--- src/rtl/memory_stage.sv ---
// memory_stage: fourth pipeline stage of the 16-bit MISC-V core.
//
// Purpose:
//   Performs data-memory loads and stores over a req/ack handshake. The
//   handshake may take several cycles. While an access is outstanding the
//   stage raises stall, which freezes everything upstream. An access that
//   waits too long is aborted, and the sticky mem_err flag is raised. The
//   stage also holds the MEM/WB pipeline register that feeds writeback.
//
// Handshake:
//   dmem_req is held high for as long as a memory op is present on the
//   EX/MEM inputs. The access completes in the first cycle where
//   dmem_req && dmem_ack are both high. dmem_rdata is only meaningful in
//   that cycle. Inputs stay stable during a wait because upstream is stalled.
//
// Ports:
//   clk, reset                     clock (rising edge), async active-high reset
//   IRegWrite, IMemWrite, IMemRead EX/MEM control bits
//   IRegStore                      writeback source select
//   IPCP2, IALUResult, I3rdArg     PC+2, ALU result / address, store data
//   IRs1, IRs2, IRd                register indices
//   dmem_req/we/addr/wdata         data-memory request side
//   dmem_rdata, dmem_ack           data-memory response side
//   stall                          hold PC, IF/ID, ID/EX, EX/MEM
//   ALUResultMEM                   combinational forwarding copy of IALUResult
//   O*                             MEM/WB pipeline register
//   mem_err                        sticky access-timeout flag
//   dbgState, dbgWaitCnt           FSM state (0 idle, 1 waiting) and wait counter
module memory_stage #(
    parameter int DATA_W  = 16,
    parameter int REG_W   = 3,
    parameter int TIMEOUT = 15
) (
    input  logic              clk,
    input  logic              reset,
    input  logic              IRegWrite,
    input  logic              IMemWrite,
    input  logic              IMemRead,
    input  logic [1:0]        IRegStore,
    input  logic [DATA_W-1:0] IPCP2,
    input  logic [DATA_W-1:0] IALUResult,
    input  logic [DATA_W-1:0] I3rdArg,
    input  logic [REG_W-1:0]  IRs1,
    input  logic [REG_W-1:0]  IRs2,
    input  logic [REG_W-1:0]  IRd,
    output logic              dmem_req,
    output logic              dmem_we,
    output logic [DATA_W-1:0] dmem_addr,
    output logic [DATA_W-1:0] dmem_wdata,
    input  logic [DATA_W-1:0] dmem_rdata,
    input  logic              dmem_ack,
    output logic              stall,
    output logic [DATA_W-1:0] ALUResultMEM,
    output logic              ORegWrite,
    output logic [1:0]        ORegStore,
    output logic [DATA_W-1:0] OPCP2,
    output logic [DATA_W-1:0] OALUResult,
    output logic [DATA_W-1:0] OLoadData,
    output logic [REG_W-1:0]  ORs1,
    output logic [REG_W-1:0]  ORs2,
    output logic [REG_W-1:0]  ORd,
    output logic              mem_err,
    output logic              dbgState,
    output logic [3:0]        dbgWaitCnt
);

    typedef enum logic {
        IDLE = 1'b0,
        WAIT = 1'b1
    } state_t;

    localparam logic [3:0] TIMEOUT_CNT = 4'(TIMEOUT);

    state_t     state, nextState;
    logic [3:0] waitCnt, nextWaitCnt;
    logic       memop;
    logic       abort;
    logic       isLoad;

    // When both request bits are set, the access is treated as a store.
    assign memop  = IMemRead | IMemWrite;
    assign isLoad = IMemRead & ~IMemWrite;

    assign dmem_req     = memop & ~reset;
    assign dmem_we      = IMemWrite;
    assign dmem_addr    = IALUResult;
    assign dmem_wdata   = I3rdArg;
    assign ALUResultMEM = IALUResult;

    assign dbgState   = state;
    assign dbgWaitCnt = waitCnt;

    // An abort releases stall in the same cycle. The aborted instruction
    // then leaves through MEM/WB with its writeback suppressed.
    assign stall = memop & ~dmem_ack & ~abort & ~reset;

    always_ff @(posedge clk or posedge reset) begin
        if (reset) begin
            state   <= IDLE;
            waitCnt <= 4'd0;
        end else begin
            state   <= nextState;
            waitCnt <= nextWaitCnt;
        end
    end

    always_comb begin
        nextState   = state;
        nextWaitCnt = waitCnt;
        abort       = 1'b0;
        case (state)
            IDLE: begin
                if (memop && !dmem_ack) begin
                    nextState   = WAIT;
                    nextWaitCnt = 4'd1;
                end
            end
            WAIT: begin
                if (dmem_ack) begin
                    nextState   = IDLE;
                    nextWaitCnt = 4'd0;
                end else if (waitCnt == TIMEOUT_CNT) begin
                    abort       = 1'b1;
                    nextState   = IDLE;
                    nextWaitCnt = 4'd0;
                end else begin
                    nextWaitCnt = waitCnt + 4'd1;
                end
            end
            default: begin
                nextState   = IDLE;
                nextWaitCnt = 4'd0;
            end
        endcase
    end

    // MEM/WB register. While stalled it captures a bubble, so writeback can
    // never see the same instruction twice. PC+2 and the ALU result hold
    // their values because no writeback is enabled to consume them.
    always_ff @(posedge clk or posedge reset) begin
        if (reset) begin
            ORegWrite  <= 1'b0;
            ORegStore  <= 2'd0;
            OPCP2      <= '0;
            OALUResult <= '0;
            OLoadData  <= '0;
            ORs1       <= '0;
            ORs2       <= '0;
            ORd        <= '0;
            mem_err    <= 1'b0;
        end else begin
            if (stall) begin
                ORegWrite <= 1'b0;
                ORegStore <= 2'd0;
                OLoadData <= '0;
                ORs1      <= '0;
                ORs2      <= '0;
                ORd       <= '0;
            end else begin
                // Stores never write the register file.
                ORegWrite  <= IRegWrite & ~IMemWrite & ~abort;
                ORegStore  <= IRegStore;
                OPCP2      <= IPCP2;
                OALUResult <= IALUResult;
                OLoadData  <= (isLoad && !abort) ? dmem_rdata : '0;
                ORs1       <= IRs1;
                ORs2       <= IRs2;
                ORd        <= IRd;
            end
            if (abort) begin
                mem_err <= 1'b1;
            end
        end
    end

endmodule
--- config.mk ---
export PLATFORM = sky130hd
export DESIGN_NAME = memory_stage
export DESIGN_NICKNAME = d
export VERILOG_FILES = /design/src/rtl/memory_stage.sv
export SDC_FILE = /design/constraint.sdc
export NUM_CORES = 1
export LEC_CHECK = 0
export ABC_AREA = 1
export BUFFER_PORTS_ARGS = -buffer_cell sky130_fd_sc_hd__buf_2
export CORE_UTILIZATION = 25
export CTS_BUF_LIST = sky130_fd_sc_hd__clkbuf_8
export DETAILED_ROUTE_END_ITERATION = 8
export GPL_TIMING_DRIVEN = 0
export HOLD_SLACK_MARGIN = 0.02
export SYNTH_ARGS = -nofsm -noshare
export SYNTH_HDL_FRONTEND = slang
export SYNTH_SLANG_ARGS = --single-unit
--- constraint.sdc ---
create_clock -name clk -period 2.42 [get_ports clk]
set_input_delay 0.121 -clock clk [delete_from_list [all_inputs] [get_ports clk]]
set_output_delay 0.121 -clock clk [all_outputs]
set_load 0.005 [all_outputs]
==> impl_metrics.ini, run 1 <==
[die]
io_pins = 198
die_area_um2 = 12400
die_y_um = 112
num_rows = 39
die_w_um = 112
initial_utilization = 0.259
core_area_um2 = 11600

[critical_path]
crit_start = dbgWaitCnt[0]
critical-path-top-delay-family = flip-flops
worstPathArrival_ns = 1.76
cp.depth = 6
criticalPathCategory = flop to primary output
r2r_start = dbgWaitCnt[0]
rrSetupSlack_ns = 0.91
setup.worst_path.start_class = flop
crit_path_end_kind = primary output
worstPathCellList = ha_1 -> nand3_2 -> nor2_4 -> nor2_8 -> buf_4 -> buf_2
rr_worst_depth = 8
worst-path-buf-inv = 2
crit_fanout = 10
cpMaxStageDelayCell = dfrtp_1
max_stage_delay_ns = 0.42
reg2reg_to = OPCP2[14]
worstPathRequired_ns = 2.30

[layout]
area_growth_pct = 66.4
final_cell_mix = 181 x buf_2, 102 x nand2_1, 66 x dfrtp_1, 61 x dlygate4sd3_1, 51 x buf_4
finalNonFillerCells = 726
final_common_cell = buf_2
final_area_um2 = 4990
antenna_cells = 0
nFillCells = 1130
drive_above_1_share = 0.470
nets = 660

[pwr]
p_switching_mw = 0.719
p_comb_frac = 0.182
seqPwrFrac = 0.422
intPower_mw = 2.20
swShare = 0.247
ir_drop_mv = 0.281
p_leak_nw = 2.84
clkPwrFrac = 0.396
power_density_nw_per_um2 = 584
report.power.total_mw = 2.92

[clock_network]
cts_buffers = 9
cts_buffer_depth = 2
cts_resized = 0
clkLatencyLatePin_ns = 0.36
numClockSinks = 66
htreeDepth = 3
cts_root_buf = clkbuf_8
cts_tree = yes
path_clk_slew_ns = 0.07

[drt]
drtIter0Drc = 114
post_drt_wl_per_cell_um = 11.6
wl_um = 8450
route.detailed.drc = 12
drt-vias-per-instance = 4.03
ant_nets = 0
via_count = 2929
drt_pass1_iterations = 6

[synth]
synth.avg_cell_area_um2 = 9.29
syn_nets = 405
yosysUniqueCellTypes = 23
yosysSeqAreaShare = 0.551
ys_top_cells_by_area = dfrtp_1 55%, buf_4 13%, nand2_1 13%
synthCells = 323
synth_top_cell_area_share = 0.551
syn_area_um2 = 3000
yosysTopAreaCell = dfrtp_1
ys_seq_elements = 66
yosysWarnings = 0

[min_path]
min_path_type = primary input to flop
hold_path_end = ORegWrite
hold_depth = 4
hp-start = IMemWrite

[run]
drv_cap = 0

[global_route]
grt_pass1_wl_um = 13900
grt_antenna_before_repair = 0
grt.total_usage = 0.144
grt_pass1_vias = 2986
grt_max_degree = 34
grt-ovfl-total = 0

[timing]
rsz0062_at_grt = no
worst_pin_slew_ns = 0.507
slew_headroom = 0.661
fmax_mhz = 532
hold_violations = 0
maxSlewViolCount = 0
finalCritPeriodShare = 0.777
finalWorstPathRequiredPeriod_ns = 1.88
fin_worst_skew_ns = 0.00392
setup_violations = 0

[placement]
globalplace.congestion = 0.775
dpl-instance-area_um2 = 4110
dp_cells = 648
io_buffers = 181
hpwlAfterDp_um = 5820

[outcome]
failed_checks = design-rule violations
status = finished with violations
==> worst reg2reg max path, stage by stage, from the launching register on <==
cell and delay [ns]:
dfrtp_1 0.42, ha_1 0.26, nand3_2 0.14, inv_1 0.08, nand2_4 0.12, nand2_4 0.10, buf_6 0.17, nand2_1 0.06
nand2_1 0.05
==> cell type report <==
cell class,instances,area (µm²),share of cell area
clock buffer,10,138,0.0276
tap,143,179,0.0359
clock inverter,6,114,0.0228
inverter,23,90.1,0.0181
sequential,66,1650,0.331
multi-input combinational,174,778,0.156
timing repair buffer,244,1560,0.312
buffer,60,483,0.0968
==> flip-flops by register name (all words and copies together) (netlist names) <==
signal / count
ORs1: 3
dbgState: 1
ORegStore: 2
OLoadData: 16
dbgWaitCnt: 4
mem_err: 1
ORd: 3
ORs2: 3
OALUResult: 16
OPCP2: 16
ORegWrite: 1
==> synthesized netlist by cell type <==
cell type,n
nor2_4,1
or2_2,1
nand3_2,1
o22ai_1,1
nand2_2,4
o31ai_1,1
buf_6,7
o21ai_0,3
buf_4,51
clkbuf_8,1
nor3_1,1
nand3_1,19
o211ai_1,1
nor2_1,33
clkbuf_4,1
dfrtp_1,66
inv_2,2
nand2_4,3
inv_1,21
nand2_1,102
nor2_8,1
nor3_4,1
ha_1,1
==> power groups by stage <==
stage                     sequential [mW]  combinational (mW)  clock, mW
after floorplan                      1.26               0.215          0
after global placement               1.25               0.444          0
after detailed placement             1.25               0.458          0
after CTS                            1.23               0.540       1.20
after global routing                 1.24               0.591       1.25
final                                1.23               0.531       1.15
==> routing by layer <==
layer / global-route usage / share of wire / vias up
met4: 0.0631 / 0.026 / 0
met2: 0.249 / 0.50 / 127
met1: 0.157 / 0.39 / 1343
li1: - / - / 1438
met3: 0.0528 / 0.083 / 21
met5: 0 / 0 / -
==> per-stage QoR <==
step | worst slack, ns | hold WS [ns] | utilization | setup TNS (ns)
2_1_floorplan | 0.457 | 0.219 | - | 0
6_report | 0.539 | 0.0460 | 0.431 | 0
4_1_cts | 0.472 | 0.0216 | 0.431 | 0
3_3_place_gp | -0.386 | 0.318 | 0.353 | -19.02
3_5_place_dp | 0.374 | 0.322 | 0.355 | 0
5_1_grt | 0.402 | 0.0427 | 0.431 | 0
==> logic make-up (layout without fill, tap and decap cells) <==
group           after synthesis  count (layout)  share of synthesized area
compound gates                6               6                     0.0121
flops                        66              66                      0.551
buf+inv                      83             343                      0.190
simple gates                167             167                      0.243
fa+ha+maj                     1               1                    0.00417
==> worst max-delay path by stage <==
stage and end:
6_report stall, 5_1_grt stall, 4_1_cts stall, 3_5_place_dp stall, 3_3_place_gp stall, 2_1_floorplan OALUResult[0]
==> repair_timing <==
item,4_1_cts,5_1_grt
setup buffers,0,0
hold buffers,62,0
setup endpoints to repair,0,0
endpoints found under the hold margin,93,0
Note: power is estimated with default switching activity, not from simulation.
==> inputs of run 2 (changes only) <==
==> constraint.sdc (replaced) <==
create_clock -name clk -period 1.8 [get_ports clk]
set_input_delay 0.09 -clock clk [delete_from_list [all_inputs] [get_ports clk]]
set_output_delay 0.09 -clock clk [all_outputs]
set_load 0.005 [all_outputs]
==> run 2 against run 1 <==
Net effect:
- the flow still finishes with violations (design-rule violations)
- non-clock buffer count increased by 5
- wire length rose by 3.2%
- sequential cell count is the same
- via count grew 1.2%
- die area is the same
- clock power increased by 37%
- setup slack got worse by 0.38 ns
- highest routed layer unchanged
- clock skew is essentially flat
- critical path depth unchanged
- final area grew 1.2%
- utilization increased by 0.53 points
==> impl_metrics.ini, run 2 (synthesized netlist as in run 1, its figures left out) <==
[timing]
fin_worst_skew_ns = 0.00379
maxSlewViolCount = 0
fmax_mhz = 609
worst_pin_slew_ns = 0.498
setup_violations = 0
finalWorstPathRequiredPeriod_ns = 1.64
finalCritPeriodShare = 0.913
hold_violations = 0
slew_headroom = 0.667
rsz0062_at_grt = no
fin_tns_setup_ns = 0
layout_setup_ws_ns = 0.157

[layout]
area_growth_pct = 68.4
nets = 665
final_cell_mix = 181 x buf_2, 102 x nand2_1, 65 x dfrtp_1, 63 x dlygate4sd3_1, 54 x buf_4
antenna_cells = 0
final_common_cell = buf_2
nFillCells = 1098
final_area_um2 = 5050
drive_above_1_share = 0.476
finalNonFillerCells = 731
largestRegisters = OALUResult x16, OLoadData x16, OPCP2 x16

[global_route]
grt.total_usage = 0.146
grt_pass1_wl_um = 14200
grt_max_degree = 40
grt_antenna_before_repair = 0
grt_pass1_vias = 2991
grt-ovfl-total = 0

[critical_path]
criticalPathCategory = flop to primary output
worstPathArrival_ns = 1.55
setup.worst_path.start_class = flop
crit_path_end_kind = primary output
crit_fanout = 10
max_stage_delay_ns = 0.41
worstPathCellList = ha_4 -> nand3_2 -> nor2_4 -> nor2_8 -> buf_4 -> buf_2
worstPathRequired_ns = 1.71
cpMaxStageDelayCell = dfrtp_2

[clock_network]
cts_buffers = 9
path_clk_slew_ns = 0.07
clkLatencyLatePin_ns = 0.34
cts_buffer_depth = 2
cts_root_buf = clkbuf_8
htreeDepth = 3
numClockSinks = 66
cts_tree = yes

[die]
io_pins = 198
die_y_um = 112
initial_utilization = 0.259
die_area_um2 = 12400
num_rows = 39
core_area_um2 = 11600
die_w_um = 112

[drt]
drt_pass1_iterations = 6
route.detailed.drc = 12
ant_nets = 0
via_count = 2963
drt-vias-per-instance = 4.05
drtIter0Drc = 149
wl_um = 8730
post_drt_wl_per_cell_um = 11.9

[placement]
globalplace.congestion = 0.773
dp_cells = 648
hpwlAfterDp_um = 5770
io_buffers = 181
dpl-instance-area_um2 = 4110
dp_slack_ns = 0.0745

[run]
drv_cap = 0

[pwr]
p_leak_nw = 2.86
power_density_nw_per_um2 = 784
report.power.total_mw = 3.96
ir_drop_mv = 0.429

[outcome]
failed_checks = design-rule violations
status = finished with violations

[min_path]
min_path_type = primary input to flop
-- run 2: changes by cell type in the layout (fill, tap and decap cells not counted) --
cell	change
buf_4	+3
dfrtp_1	-1
dfrtp_2	+1
dlygate4sd3_1	+2
ha_1	-1
ha_4	+1
nand3_1	-1
nand3_2	+1
-- run 2: critical path, delay by kind of cell, from the launching register on --
family                   cells  cell delay, ns
adder cells (fa/ha/maj)      1            0.15
AND/OR/NAND/NOR              3            0.35
buffers and inverters        2            0.29
flip-flops                   1            0.41
-- run 2: routing by layer --
metal	vias to the layer above	global-route usage	wire (µm)
met2	128	0.266	4480
met3	13	0.0474	690
li1	1453	-	-
met5	-	0	0
met1	1369	0.160	3410
met4	0	0.0486	139
-- run 2: what timing repair did --
action	4_1_cts	5_1_grt
pin swaps	2	1
gates resized for setup	0	3
buffers inserted	3	0
endpoints found under the setup margin	1	1
endpoints found under the hold margin	88	0
hold buffers	64	0
-- run 2: metrics by stage --
stage	hold WS [ns]	util
6_report	0.165	0.437
5_1_grt	0.182	0.437
4_1_cts	0.144	0.436
3_5_place_dp	0.258	0.356
3_3_place_gp	0.287	0.354
2_1_floorplan	0.188	-
-- run 2: worst paths after layout --
| path | start | end | slack, ns | cells past startpoint |
|---|---|---|---|---|
| max in group asynchronous | reset | OPCP2[11] | 1.17 | 4 |
| setup / recovery | dbgWaitCnt[1] | stall | 0.16 | 6 |
| hold reg to reg | OALUResult[8] | OALUResult[8] | 0.47 | 2 |
| min in group asynchronous | reset | ORegWrite | 0.40 | 4 |
| hold / removal | IMemRead | dbgState | 0.16 | 3 |
| setup reg to reg | dbgWaitCnt[1] | OLoadData[4] | 0.33 | 7 |
-- run 2: power by group --
part / internal (mW) / total (mW) / switching (mW)
Sequential: 1.59 / 1.65 / 0.0626
Combinational: 0.421 / 0.741 / 0.320
Clock: 0.960 / 1.57 / 0.606
-- run 2: area by class of cell --
type	instances	area, µm²	area share
Clock inverter	6	114	0.0225
Sequential cell	66	1650	0.327
Buffer	60	483	0.0956
Timing Repair Buffer	249	1600	0.317
Clock buffer	10	138	0.0272
Multi-Input combinational cell	174	796	0.158
Inverter	23	90.1	0.0178
Tap cell	143	179	0.0354
==> inputs of run 3 (changes only) <==
--- a/config.mk
+++ b/config.mk
@@ -10,7 +10,6 @@
 export CORE_UTILIZATION = 25
 export CTS_BUF_LIST = sky130_fd_sc_hd__clkbuf_8
 export DETAILED_ROUTE_END_ITERATION = 8
-export GPL_TIMING_DRIVEN = 0
 export HOLD_SLACK_MARGIN = 0.02
 export SYNTH_ARGS = -nofsm -noshare
 export SYNTH_HDL_FRONTEND = slang
==> run 3 against run 2 <==
Net effect:
- sequential share of layout area is 5.1 points higher
- critical path depth stayed put
- critical path type unchanged
- largest power group unchanged
- worst hold slack worse by 0.093 ns
- setup slack worse by 0.046 ns
- final cell count is 11% lower
- clock skew is 0.0087 ns higher
- first-iteration DRC count is 5.4% lower
- total power is 18% lower
- the run still ends with design-rule violations left
- via count is 11% lower
- combinational power is 18% lower
==> impl_metrics.ini, run 3 (synthesized netlist as in run 1, its figures left out) <==
[clock_network]
cts_buffers = 9
cts_buffer_depth = 2
numClockSinks = 66
cts_tree = yes
cts_root_buf = clkbuf_8
path_clk_slew_ns = 0.07
clkLatencyLatePin_ns = 0.35
htreeDepth = 3

[global_route]
grt_pass1_wl_um = 12900
grt-ovfl-total = 0
grt_max_degree = 67
grt_antenna_before_repair = 0
grt.total_usage = 0.133
grt_pass1_vias = 2685

[layout]
nets = 590
final_cell_mix = 165 x buf_2, 102 x nand2_1, 66 x dfrtp_1, 62 x dlygate4sd3_1, 33 x nor2_1
final_core_util = 0.378
antenna_cells = 0
final_common_cell = buf_2
drive_above_1_share = 0.390
area_growth_pct = 45.6
largestRegisters = OALUResult x16, OLoadData x16, OPCP2 x16
nFillCells = 1157

[drt]
drt-vias-per-instance = 4.02
route.detailed.drc = 12
post_drt_wl_per_cell_um = 12.0
drt_pass1_iterations = 6
drtIter0Drc = 141
via_count = 2626
ant_nets = 0
wl_um = 7860

[timing]
setup_violations = 0
holdWs_ns = 0.0713
layout_setup_ws_ns = 0.111
rsz0062_at_grt = no
finalWorstPathRequiredPeriod_ns = 1.69
finalCritPeriodShare = 0.938
worst_pin_slew_ns = 0.834
slew_headroom = 0.444
fmax_mhz = 592
maxSlewViolCount = 0
fin_worst_skew_ns = 0.0125
hold_violations = 0
fin_tns_setup_ns = 0

[critical_path]
cpMaxStageDelayCell = dfrtp_1
rrSetupSlack_ns = 0.35
critical-path-top-delay-family = flip-flops
max_stage_delay_ns = 0.41
worstPathCellList = ha_4 -> nand3_2 -> nor2_4 -> nor2_8 -> buf_12 -> buf_2
setup.worst_path.start_class = flop
worst-path-buf-inv = 2
criticalPathCategory = flop to primary output
crit_path_end_kind = primary output
crit_fanout = 33
worstPathArrival_ns = 1.60
worstPathRequired_ns = 1.71

[placement]
hpwlAfterDp_um = 4910
io_buffers = 165
dp_slack_ns = 0.286
globalplace.congestion = 0.749

[die]
io_pins = 198
die_y_um = 112
core_area_um2 = 11600
die_w_um = 112
num_rows = 39
initial_utilization = 0.259
die_area_um2 = 12400

[pwr]
power_density_nw_per_um2 = 741
ir_drop_mv = 0.256
report.power.total_mw = 3.24
p_leak_nw = 2.46

[outcome]
failed_checks = design-rule violations
status = finished with violations

[run]
drv_cap = 0

[min_path]
min_path_type = primary input to async pin
==> run 3: stage by stage <==
stage | cell area [µm²] | std cells
2_1_floorplan | 3010 | 323
3_3_place_gp | 3580 | 576
3_5_place_dp | 3580 | 576
4_1_cts | 4360 | 653
5_1_grt | 4370 | 653
6_report | 4370 | 653
==> run 3: what timing repair did <==
item / 4_1_cts / 5_1_grt
pin swaps: 1 / 1
endpoints found under the setup margin: 1 / 1
hold buffers: 62 / 0
gates resized for setup: 0 / 2
setup buffers: 2 / 0
hold endpoints to repair: 61 / 0
==> run 3: worst paths after layout <==
kind                               startpoint  cells after the start   endpoint
worst max register to register  dbgWaitCnt[1]                      7  OPCP2[12]
max in group asynchronous               reset                      3  OPCP2[13]
worst max-delay path            dbgWaitCnt[1]                      6      stall
worst min register to register       OPCP2[5]                      2   OPCP2[5]
worst min-delay path                    reset                      3   dbgState
min in group clk                     IMemRead                      3   dbgState
==> run 3: area by class of cell <==
cell class                 count  area (µm²)  share of cell area
clock inverter                 4        16.3             0.00372
timing repair buffer         234        1510               0.346
inverter                      23        90.1              0.0206
tap                          143         179              0.0410
multi-input combinational    174         796               0.182
clock buffer                   9         124              0.0284
sequential                    66        1650               0.378
==> run 3: metal layers <==
metal | share of wire | global-route usage | vias to the layer above
met3 | 0.084 | 0.0474 | 26
met2 | 0.48 | 0.220 | 107
li1 | - | - | 1293
met5 | 0 | 0 | -
met1 | 0.41 | 0.154 | 1200
met4 | 0.027 | 0.0667 | 0
==> run 3: report_power, final <==
part | internal (mW) | switching, mW | total [mW]
Clock | 0.459 | 0.514 | 0.972
Combinational | 0.321 | 0.289 | 0.610
Sequential | 1.59 | 0.0630 | 1.65
Total | 2.37 | 0.866 | 3.24
==> run 3: worst min-delay path: stages <==
cell        delay, ns
buf_2            0.14
clkinvlp_4       0.08
buf_4            0.65
